[config.mk]
export PLATFORM = sky130hd
export DESIGN_NAME = beverage_dispenser
export DESIGN_NICKNAME = d
export VERILOG_FILES = /design/src/rtl/beverage_pkg.sv /design/src/rtl/recipe_sequencer.sv /design/src/rtl/beverage_dispenser.sv
export SDC_FILE = /design/constraint.sdc
export NUM_CORES = 1
export LEC_CHECK = 0
export ABC_AREA = 1
export BUFFER_PORTS_ARGS = -buffer_cell sky130_fd_sc_hd__buf_4
export CAP_MARGIN = 15
export CORE_MARGIN = 1.5
export CORE_UTILIZATION = 35
export DETAILED_ROUTE_END_ITERATION = 10
export GPL_TIMING_DRIVEN = 1
export PLACE_DENSITY = 0.61
export SLEW_MARGIN = 10
export SYNTH_ARGS = -nofsm -noshare
export SYNTH_HDL_FRONTEND = slang
export SYNTH_SLANG_ARGS = --single-unit
export TNS_END_PERCENT = 30
[constraint.sdc]
create_clock -name clock -period 5.6 [get_ports clock]
set_input_delay 0 -clock clock [delete_from_list [all_inputs] [get_ports clock]]
set_output_delay 0 -clock clock [all_outputs]
set_load 0.02 [all_outputs]
[src/rtl/beverage_pkg.sv]
// Shared definitions for the beverage dispenser: drink codes, price/recipe tables, FSM states.
package beverage_pkg;

  typedef enum logic [2:0] {
    ESPRESSO   = 3'd0,
    AMERICANO  = 3'd1,
    CAPPUCCINO = 3'd2,
    MOCHA      = 3'd3,
    CHOCOLATE  = 3'd4
  } drink_e;

  localparam int unsigned NumRecipes = 5;

  // Indexed by drink_e.
  localparam int unsigned PriceTable [NumRecipes] = '{300, 400, 500, 600, 400};

  // Mask bits {water, coffee, milk, chocolate, sugar}; water is dispensed first.
  localparam logic [4:0] RecipeTable [NumRecipes] = '{
    5'b11000, 5'b11001, 5'b11101, 5'b11111, 5'b10111
  };

  localparam logic [1:0] StIdle     = 2'd0;
  localparam logic [1:0] StDispense = 2'd1;
  localparam logic [1:0] StDone     = 2'd2;

  function automatic int unsigned price_of(int unsigned code);
    if (code < NumRecipes) return PriceTable[code[2:0]];
    return 0;
  endfunction

  function automatic logic [4:0] recipe_of(int unsigned code);
    if (code < NumRecipes) return RecipeTable[code[2:0]];
    return 5'b00000;
  endfunction

  // One-hot of the highest set bit (the next valve in dispensing order).
  function automatic logic [4:0] first_valve(logic [4:0] m);
    logic [4:0] r;
    r = 5'b00000;
    for (int i = 0; i < 5; i++) begin
      if (m[i]) r = 5'b00001 << i;
    end
    return r;
  endfunction

endpackage

[src/rtl/recipe_sequencer.sv]
// Walks a 5-bit recipe mask from MSB to LSB, holding each selected valve open for STEP_CYCLES.
module recipe_sequencer
  import beverage_pkg::*;
#(
  parameter int unsigned STEP_CYCLES = 4
) (
  input  logic       clock,
  input  logic       reset,
  input  logic       start,
  input  logic [4:0] mask,
  output logic [4:0] valves,
  output logic       done
);

  localparam int unsigned CntW = (STEP_CYCLES > 1) ? $clog2(STEP_CYCLES) : 1;
  localparam logic [CntW-1:0] CntLast = CntW'(STEP_CYCLES - 1);

  logic [4:0]      valves_q, valves_d;
  logic [4:0]      remain_q, remain_d;
  logic [CntW-1:0] count_q, count_d;
  logic [4:0]      nxt;

  always_comb begin
    valves_d = valves_q;
    remain_d = remain_q;
    count_d  = count_q;
    nxt      = first_valve(start ? mask : remain_q);
    if (start) begin
      valves_d = nxt;
      remain_d = mask & ~nxt;
      count_d  = CntLast;
    end else if (valves_q != 5'b00000) begin
      if (count_q == '0) begin
        valves_d = nxt;
        remain_d = remain_q & ~nxt;
        count_d  = CntLast;
      end else begin
        count_d = count_q - CntW'(1);
      end
    end
  end

  always_ff @(posedge clock) begin
    if (reset) begin
      valves_q <= 5'b00000;
      remain_q <= 5'b00000;
      count_q  <= '0;
    end else begin
      valves_q <= valves_d;
      remain_q <= remain_d;
      count_q  <= count_d;
    end
  end

  // High during the final cycle of the final valve.
  assign done   = (valves_q != 5'b00000) && (count_q == '0) && (remain_q == 5'b00000);
  assign valves = valves_q;

endmodule

[src/rtl/beverage_dispenser.sv]
// Coin-operated drink controller: credit counting, price check, recipe dispensing, change return.
// Optional refund-on-cancel is enabled by defining CANCEL_REFUND_EN.
module beverage_dispenser
  import beverage_pkg::*;
#(
  parameter int unsigned CREDIT_W    = 10,
  parameter int unsigned COIN_LO_VAL = 100,
  parameter int unsigned COIN_HI_VAL = 500,
  parameter int unsigned MAX_CREDIT  = 1000,
  parameter int unsigned NUM_DRINKS  = 5,
  parameter int unsigned TYPE_W      = 3,
  parameter int unsigned STEP_CYCLES = 4
) (
  input  logic                clock,
  input  logic                reset,
  input  logic                coin_lo_n,
  input  logic                coin_hi_n,
  input  logic [TYPE_W-1:0]   drink_type,
  input  logic                confirm,
  input  logic                cancel,
  output logic [CREDIT_W-1:0] credit,
  output logic [CREDIT_W-1:0] change,
  output logic                change_valid,
  output logic                coin_reject,
  output logic                denied,
  output logic                busy,
  output logic                water,
  output logic                coffee,
  output logic                milk,
  output logic                chocolate,
  output logic                sugar,
  output logic                finished
);

  if ((2 ** CREDIT_W) <= MAX_CREDIT) begin : g_credit_w_chk
    $error("CREDIT_W too narrow to hold MAX_CREDIT");
  end
  if ((2 ** TYPE_W) < NUM_DRINKS) begin : g_type_w_chk
    $error("TYPE_W too narrow to encode NUM_DRINKS");
  end

  localparam int unsigned SumW = CREDIT_W + 2;
  localparam logic [SumW-1:0] LoVal = SumW'(COIN_LO_VAL);
  localparam logic [SumW-1:0] HiVal = SumW'(COIN_HI_VAL);
  localparam logic [SumW-1:0] MaxCr = SumW'(MAX_CREDIT);

  logic [1:0]          state_q, state_d;
  logic [CREDIT_W-1:0] credit_q, credit_d;
  logic [CREDIT_W-1:0] change_q, change_d;
  logic                change_valid_q, change_valid_d;
  logic                coin_reject_q, coin_reject_d;
  logic                denied_q, denied_d;
  logic                busy_q, busy_d;
  logic                finished_q, finished_d;
  logic                lo_q, hi_q, confirm_q;

  logic                lo_edge, hi_edge, confirm_edge;
  logic [SumW-1:0]     coin_sum, coin_total;
  logic                coin_over;
  logic [CREDIT_W-1:0] coin_add, price;
  logic                code_ok;
  logic                seq_start, seq_done;
  logic [4:0]          valves;

  assign lo_edge      = lo_q & ~coin_lo_n;
  assign hi_edge      = hi_q & ~coin_hi_n;
  assign confirm_edge = confirm & ~confirm_q;

  // Simultaneous coins are accepted or rejected together.
  assign coin_sum   = (lo_edge ? LoVal : '0) + (hi_edge ? HiVal : '0);
  assign coin_total = {2'b00, credit_q} + coin_sum;
  assign coin_over  = (coin_sum != '0) && (coin_total > MaxCr);
  assign coin_add   = coin_over ? '0 : coin_sum[CREDIT_W-1:0];

  assign code_ok = 32'(drink_type) < NUM_DRINKS;
  assign price   = CREDIT_W'(price_of(32'(drink_type)));

`ifdef CANCEL_REFUND_EN
  logic cancel_q;
  logic cancel_edge;
  assign cancel_edge = cancel & ~cancel_q;
  always_ff @(posedge clock) cancel_q <= cancel;
`else
  logic unused_cancel;
  assign unused_cancel = cancel;
`endif

  always_comb begin
    state_d        = state_q;
    credit_d       = credit_q;
    change_d       = change_q;
    change_valid_d = 1'b0;
    coin_reject_d  = 1'b0;
    denied_d       = 1'b0;
    finished_d     = 1'b0;
    seq_start      = 1'b0;
    case (state_q)
      StIdle: begin
        coin_reject_d = coin_over;
        credit_d      = credit_q + coin_add;
`ifdef CANCEL_REFUND_EN
        if (cancel_edge && (credit_q != '0)) begin
          change_d       = credit_q + coin_add;
          change_valid_d = 1'b1;
          credit_d       = '0;
        end else
`endif
        if (confirm_edge) begin
          // Price check uses the credit held before any same-cycle coin.
          if (code_ok && (credit_q >= price)) begin
            credit_d  = credit_q - price + coin_add;
            seq_start = 1'b1;
            state_d   = StDispense;
          end else begin
            denied_d = 1'b1;
          end
        end
      end
      StDispense: begin
        if (seq_done) begin
          state_d        = StDone;
          finished_d     = 1'b1;
          change_d       = credit_q;
          change_valid_d = 1'b1;
          credit_d       = '0;
        end
      end
      StDone:  state_d = StIdle;
      default: state_d = StIdle;
    endcase
    busy_d = (state_d != StIdle);
  end

  // Edge registers track the inputs in reset too, so held buttons are not counted on release.
  always_ff @(posedge clock) begin
    lo_q      <= coin_lo_n;
    hi_q      <= coin_hi_n;
    confirm_q <= confirm;
    if (reset) begin
      state_q        <= StIdle;
      credit_q       <= '0;
      change_q       <= '0;
      change_valid_q <= 1'b0;
      coin_reject_q  <= 1'b0;
      denied_q       <= 1'b0;
      busy_q         <= 1'b0;
      finished_q     <= 1'b0;
    end else begin
      state_q        <= state_d;
      credit_q       <= credit_d;
      change_q       <= change_d;
      change_valid_q <= change_valid_d;
      coin_reject_q  <= coin_reject_d;
      denied_q       <= denied_d;
      busy_q         <= busy_d;
      finished_q     <= finished_d;
    end
  end

  recipe_sequencer #(
    .STEP_CYCLES(STEP_CYCLES)
  ) u_seq (
    .clock  (clock),
    .reset  (reset),
    .start  (seq_start),
    .mask   (recipe_of(32'(drink_type))),
    .valves (valves),
    .done   (seq_done)
  );

  assign credit       = credit_q;
  assign change       = change_q;
  assign change_valid = change_valid_q;
  assign coin_reject  = coin_reject_q;
  assign denied       = denied_q;
  assign busy         = busy_q;
  assign finished     = finished_q;
  assign water        = valves[4];
  assign coffee       = valves[3];
  assign milk         = valves[2];
  assign chocolate    = valves[1];
  assign sugar        = valves[0];

endmodule

==> results.ini, run 1 <==
[power]
irDropWorstVdd_mv=0.141
leakagePower_nw=1.91
switching_share=0.487
power_density_nw_per_um2=442
fin_total_pwr_w=0.00158
seqPwrFrac=0.244
p_int_w=0.000812
clockPowerShare=0.144
p_sw_w=0.000772
combPwrFrac=0.611

[setup_path]
cp_data_arrival_time_ns=4.86
worstPathMaxFanout=6
cp-end-kind=flip-flop
cp-start-kind=primary input
crit_path_max_incr_delay_ns=0.53
criticalPathCategory=in -> reg
critPathSlowestCell=dlygate4sd3_1
worst-path-buf-inv=6
crit_top_cell=nand2_1
required_ns=5.78
crit_family=simple AND/OR/NAND/NOR gates

[synth]
synth_cell_types=37
synth_area_sq_um=3150
synth_edf_count=0
ys_ff_latch=36
synthArstFlopShare=0
ys_seq_area_frac=0.229
yosys_warnings=0
synthFlopType=dfxtp_1
syn_inst=449
syn_area_per_cell_sq_um=7.01

[global_routing]
grt.total_usage=0.155
antenna_found_initial=0
grt_pass1_vias=2789
grt_pass1_wl_microns=12400
grt_max_degree=23
grt_overflow=0

[clocking]
cts_buffers=5
cts-root-buf=clkbuf_8
cts.sink_count=36
post_cts_buffers=0
htreeDepth=2
clk_latency_ns=0.29
cts_max_path_buffers=2
path_clk_slew_ns=0.08
cts_tree=done

[detailed_routing]
dr.pass1.iters=4
drt-initial-drc-count=113
vias_per_cell=4.75
drc=0
drt.antenna.violating_nets=0
wl_microns=7210
via_count=2815
wl_per_cell_microns=12.2

[timing]
fin_setup_tns_ns=0
skew_ns=0.00818
worstMarginPinSlew_ns=0.634
grt_setup_unrepaired=false
slew_headroom=0.575
layout_min_cycle_time_ns=4.68
setup_viol=0
drv_slew=0
fin_crit_sh=0.836
final_hold_viol_count=0
fmax_mhz=214

[hold_path]
holdCritPathClass=in -> reg

[floorplanning]
ioPinCount=39
core_sq_um=8720
floorplan.initialDensity=0.361
dieArea_sq_um=9580
die_height_microns=97.9
num_rows=34
die_w_microns=97.9

[final_layout]
syn_to_final_growth_pct=13.9
design_area_sq_um=3590
layout.nets=542
diodes=0
drive_above_1_share=0.128

[run_status]
outcome=complete, no violations

[run]
drv_cap=0

[placed_design]
gp_congestion=0.814
dp_hpwl_microns=5770
port_buffers=33
placed_cell_area_sq_um=3450

[flip-flops by register name (all words and copies together), names as in the netlist]
register        flops
u_seq.valves        5
coin_reject         1
u_seq.remain_q      4
state_q             2
confirm_q           1
change              8
denied              1
credit              8
u_seq.count_q       2
finished            1
hi_q                1
lo_q                1
busy                1
[synth_stat cells, types with 2 or more instances]
| master | count | area (sq um) |
|---|---|---|
| a21oi_1 | 37 | 185 |
| a21oi_2 | 2 | 17.5 |
| buf_4 | 5 | 37.5 |
| buf_6 | 3 | 33.8 |
| dfxtp_1 | 36 | 721 |
| fa_1 | 10 | 200 |
| ha_1 | 39 | 488 |
| inv_1 | 78 | 293 |
| inv_2 | 5 | 18.8 |
| nand2_1 | 103 | 387 |
| nand2_2 | 4 | 25.0 |
| nand3_1 | 34 | 170 |
| nand3b_1 | 3 | 22.5 |
| nand4_1 | 3 | 18.8 |
| nand4_2 | 2 | 25.0 |
| nor2_1 | 35 | 131 |
| nor3_1 | 2 | 10.0 |
| o211ai_1 | 4 | 30.0 |
| o21ai_0 | 16 | 80.1 |
| o21ai_2 | 2 | 17.5 |
| or2_1 | 2 | 12.5 |
| xnor2_1 | 4 | 35.0 |
| xor2_1 | 6 | 52.6 |
[cells by family after synthesis]
| group | Yosys count | share of synthesized area |
|---|---|---|
| AO/OA/AOI/OAI | 66 | 0.117 |
| adder cells (fa/ha/maj) | 49 | 0.219 |
| other | 1 | 0.00119 |
| buffers and inverters | 94 | 0.130 |
| XOR/XNOR | 10 | 0.0278 |
| AND/OR/NAND/NOR | 193 | 0.277 |
| flip-flops | 36 | 0.229 |
[layout by cell type, fill, tap and decap left out, types with 2 or more instances in the layout]
cell type	n
dfxtp_1	36
nand3b_1	3
nand4_2	2
inv_2	5
xnor2_1	4
nand2_2	4
ha_1	39
a21oi_1	37
nand3_1	34
inv_1	78
nand4_1	3
dlygate4sd3_1	3
clkbuf_8	5
nor3_1	2
fa_1	10
o21ai_2	2
nor2_1	35
buf_4	33
o21ai_0	16
a21oi_2	2
nand2_1	103
xor2_1	6
or2_1	2
o211ai_1	4
conb_1	4
[area by class of cell]
class	count	area, sq um
sequential	36	721
timing repair buffer	36	278
fill	933	5130
inverter	83	312
clock inverter	3	42.5
tap	108	135
clock buffer	5	68.8
multi-input combinational	322	2030
[per-stage QoR]
step	cells	utilization	hold slack (ns)	worst slack [ns]
after floorplan	452	-	0.0277	1.60
after global placement	582	0.395	0.114	1.10
after detailed placement	582	0.395	0.118	1.01
after CTS	593	0.411	0.0290	0.950
after global routing	593	0.411	0.0527	0.553
final	593	0.411	0.0360	0.917
[power groups by stage]
stage | registers (W) | clock network (W) | logic [W]
2_1_floorplan | 0.000399 | 0 | 0.000727
5_1_grt | 0.000395 | 0.000248 | 0.00111
6_report | 0.000387 | 0.000229 | 0.000968
3_5_place_dp | 0.000394 | 0 | 0.000961
3_3_place_gp | 0.000392 | 0 | 0.000942
4_1_cts | 0.000389 | 0.000236 | 0.000971
[routing by layer]
layer | global-route usage | wire, microns
met1 | 0.204 | 3600
met2 | 0.267 | 3290
met3 | 0.0165 | 199
met4 | 0.0495 | 119
met5 | 0 | 0
[repair_timing]
item / 4_1_cts / 5_1_grt
hold buffers: 3 / 0
gates resized for setup: 0 / 0
endpoints found under the hold margin: 3 / 0
[worst paths after layout]
path | end | depth (start not counted) | slack, ns | start
max reg2reg | credit[9] | 31 | 0.98 | lo_q
min reg2reg | u_seq.count_q[0] | 1 | 0.46 | u_seq.count_q[0]
min | u_seq.remain_q[2] | 2 | 0.04 | reset
max | credit[9] | 32 | 0.92 | coin_lo_n
Note: power is estimated with default switching activity, not from simulation.
==> run 2, diff against run 1 <==
Settings changed: ABC_AREA 1 to 0.
Clock period 5.6 ns to 4.6 ns, I/O delays scaled along.
==> results.ini, run 2 <==
[global_routing]
grt_overflow=0  ; unchanged
grt_pass1_wl_microns=11700  ; -5.4%
grt_pass1_vias=2443  ; -12%
grt.total_usage=0.168  ; +0.0130
grt_max_degree=23  ; unchanged
antenna_found_initial=0  ; unchanged

[clocking]
clk_latency_ns=0.29  ; about the same
cts.sink_count=36  ; unchanged
htreeDepth=2  ; unchanged
cts_buffers=5  ; unchanged
cts_max_path_buffers=2  ; unchanged
path_clk_slew_ns=0.08  ; about the same
cts-root-buf=clkbuf_8
cts_tree=done

[synth]
synthTopCellsByArea=dfxtp_1, ha_1, fa_1
synthSimpleGateAreaFrac=0.180  ; -0.0968
synthArstFlopShare=0  ; unchanged
ys_ff_latch=36  ; unchanged
synth_top_area_frac=0.244  ; +0.0153
synth-xor-area-share=0.0356  ; +0.00780
synth_cell_types=46  ; +24%
synth_top_family_by_area=adder cells
synth_fa_ha_area_frac=0.233  ; +0.0146
synthTopCellsByCount=inv_1, ha_1, dfxtp_1
synth_compound_area_frac=0.178  ; +0.0617
synthFlopType=dfxtp_1
syn_area_per_cell_sq_um=8.20  ; +17%
muxShareOfSynthArea=0.0517  ; +0.0517
yosys_warnings=0  ; unchanged
synth_edf_count=0  ; unchanged
synth_area_sq_um=2950  ; -6.3%
syn_inst=360  ; -20%
ys_seq_area_frac=0.244  ; +0.0153
synth_area_leader_cell=dfxtp_1
synth.most_common_cell=inv_1

[power]
power_density_nw_per_um2=459  ; +3.9%
irDropWorstVdd_mv=0.167  ; +19%
leakagePower_nw=1.65  ; -14%

[timing]
layout_min_cycle_time_ns=4.37
worstMarginPinSlew_ns=0.731  ; +0.0962 ns
fin_hold_ws_ns=0.0383  ; +0.00228 ns
slew_headroom=0.513  ; -0.0626
final_hold_viol_count=0  ; unchanged
setup_viol=0  ; unchanged
skew_ns=0.00923  ; +0.00104 ns
fmax_mhz=229
fin_crit_sh=0.951
drv_slew=0  ; unchanged

[floorplanning]
num_rows=33  ; -2.9%
die_w_microns=94.8  ; -3.1%
floorplan.initialDensity=0.361  ; about the same
die_height_microns=94.8  ; -3.1%
dieArea_sq_um=8990  ; -6.1%
ioPinCount=39  ; unchanged
core_sq_um=8180  ; -6.3%

[placed_design]
gp_congestion=0.865  ; +6.3%
port_buffers=33  ; unchanged
dp_hpwl_microns=5610  ; -2.8%
placed_cell_area_sq_um=3350  ; -2.8%

[detailed_routing]
wl_per_cell_microns=13.9  ; +15%
dr.pass1.iters=4  ; unchanged
wl_microns=7140  ; -0.97%
via_count=2585  ; -8.2%
drt.antenna.violating_nets=0  ; unchanged
vias_per_cell=5.05  ; +6.4%
drt-initial-drc-count=87  ; -23%
drc=0  ; unchanged

[setup_path]
worstPathMaxFanout=6  ; unchanged
cp_data_arrival_time_ns=4.56  ; -0.30 ns
criticalPathCategory=reg -> reg
critPathSlowestCell=fa_1
cp-start-kind=flip-flop
cp_cell_sequence=nand2b_1, inv_1, ha_1, ha_1, or3b_2, o221ai_1, nor3_1, nor4_1, nor2_2, nand2_1, fa_1, inv_1, ha_1, nand2b_1, a21oi_2, or3_1, nand3_1, o21ai_0, a22o_1
crit_top_cell=ha_1
crit_path_max_incr_delay_ns=0.47  ; -0.06 ns
required_ns=4.79  ; -0.99 ns
cp-end-kind=flip-flop

[hold_path]
holdCritPathClass=in -> reg

[run_status]
outcome=complete, no violations

[final_layout]
utilization=0.434  ; +0.0224
diodes=0  ; unchanged
layout.nets=464  ; -14%
design_area_sq_um=3550  ; -1.2%
syn_to_final_growth_pct=20.1
drive_above_1_share=0.160  ; +0.0319
mostFrequentLayoutCells=inv_1, buf_4, ha_1, dfxtp_1, nor2_1
n_fill_cell=873  ; -6.4%

[run]
drv_cap=0  ; unchanged

[run 2: path summary, 6_finish.rpt]
path,slack [ns],depth (start not counted),from,endpoint
worst max-delay path,0.23,19,hi_q,credit[6]
worst min-delay path,0.04,2,reset,change[2]
worst max register to register,0.23,19,hi_q,credit[6]
worst min register to register,0.50,2,change[2],change[2]
[run 2: what timing repair did]
action / in CTS / in global routing
cloned: 0 / 0
setup endpoints to repair: 1 / 4
buffers inserted: 0 / 1
resized for setup: 1 / 12
hold endpoints to repair: 3 / 0
pin swaps: 1 / 2
hold buffers: 3 / 0
[run 2: layer usage]
metal	wire length [microns]	global-route usage	up-vias
li1	-	-	1330
met1	3390	0.223	1196
met2	3330	0.282	49
met3	272	0.0258	10
met4	146	0.0485	0
met5	0	0	-
[run 2: power breakdown]
group	leakage [nW]	total [W]	internal, W	switching, W
Combinational	1.31	0.000951	0.000420	0.000531
Sequential	0.293	0.000390	0.000352	0.0000383
Clock	0.0548	0.000286	0.000163	0.000122
[run 2: metrics by stage]
stage,cells,worst slack [ns],setup TNS (ns),total power [W]
2_1_floorplan,363,0.473,0,0.00106
3_3_place_gp,500,0.0962,0,0.00130
3_5_place_dp,500,-0.0426,-0.0426,0.00132
4_1_cts,511,0.0485,0,0.00161
5_1_grt,512,-0.0100,-0.0100,0.00177
6_report,512,0.228,0,0.00163
[run 2: layout make-up]
cell class / count / area, sq um / area share
clock buffer: 5 / 68.8 / 0.0194
clock inverter: 3 / 46.3 / 0.0131
inverter: 43 / 161 / 0.0455
multi-input combinational: 274 / 2060 / 0.582
sequential: 36 / 721 / 0.203
tap: 105 / 131 / 0.0371
timing repair buffer: 46 / 353 / 0.0995
[run 2: kinds of logic (layout without fill, tap and decap cells)]
logic type                 Yosys count  count (layout)
buffers and inverters               53              97
adders and majority gates           49              49
xor gates and xnor gates            12              12
muxes                               15              15
DFF                                 36              36
other                                1               4
and+or+nand+nor                    109             109
AOI/OAI and AO/OA                   85              85
[run 2: critical path, delay by kind of cell, from the launching register on]
family / cells / cell delay [ns]
fa+ha+maj: 4 / 1.39
simple gates: 9 / 1.78
flops: 1 / 0.30
buf+inv: 2 / 0.24
compound gates: 4 / 0.54
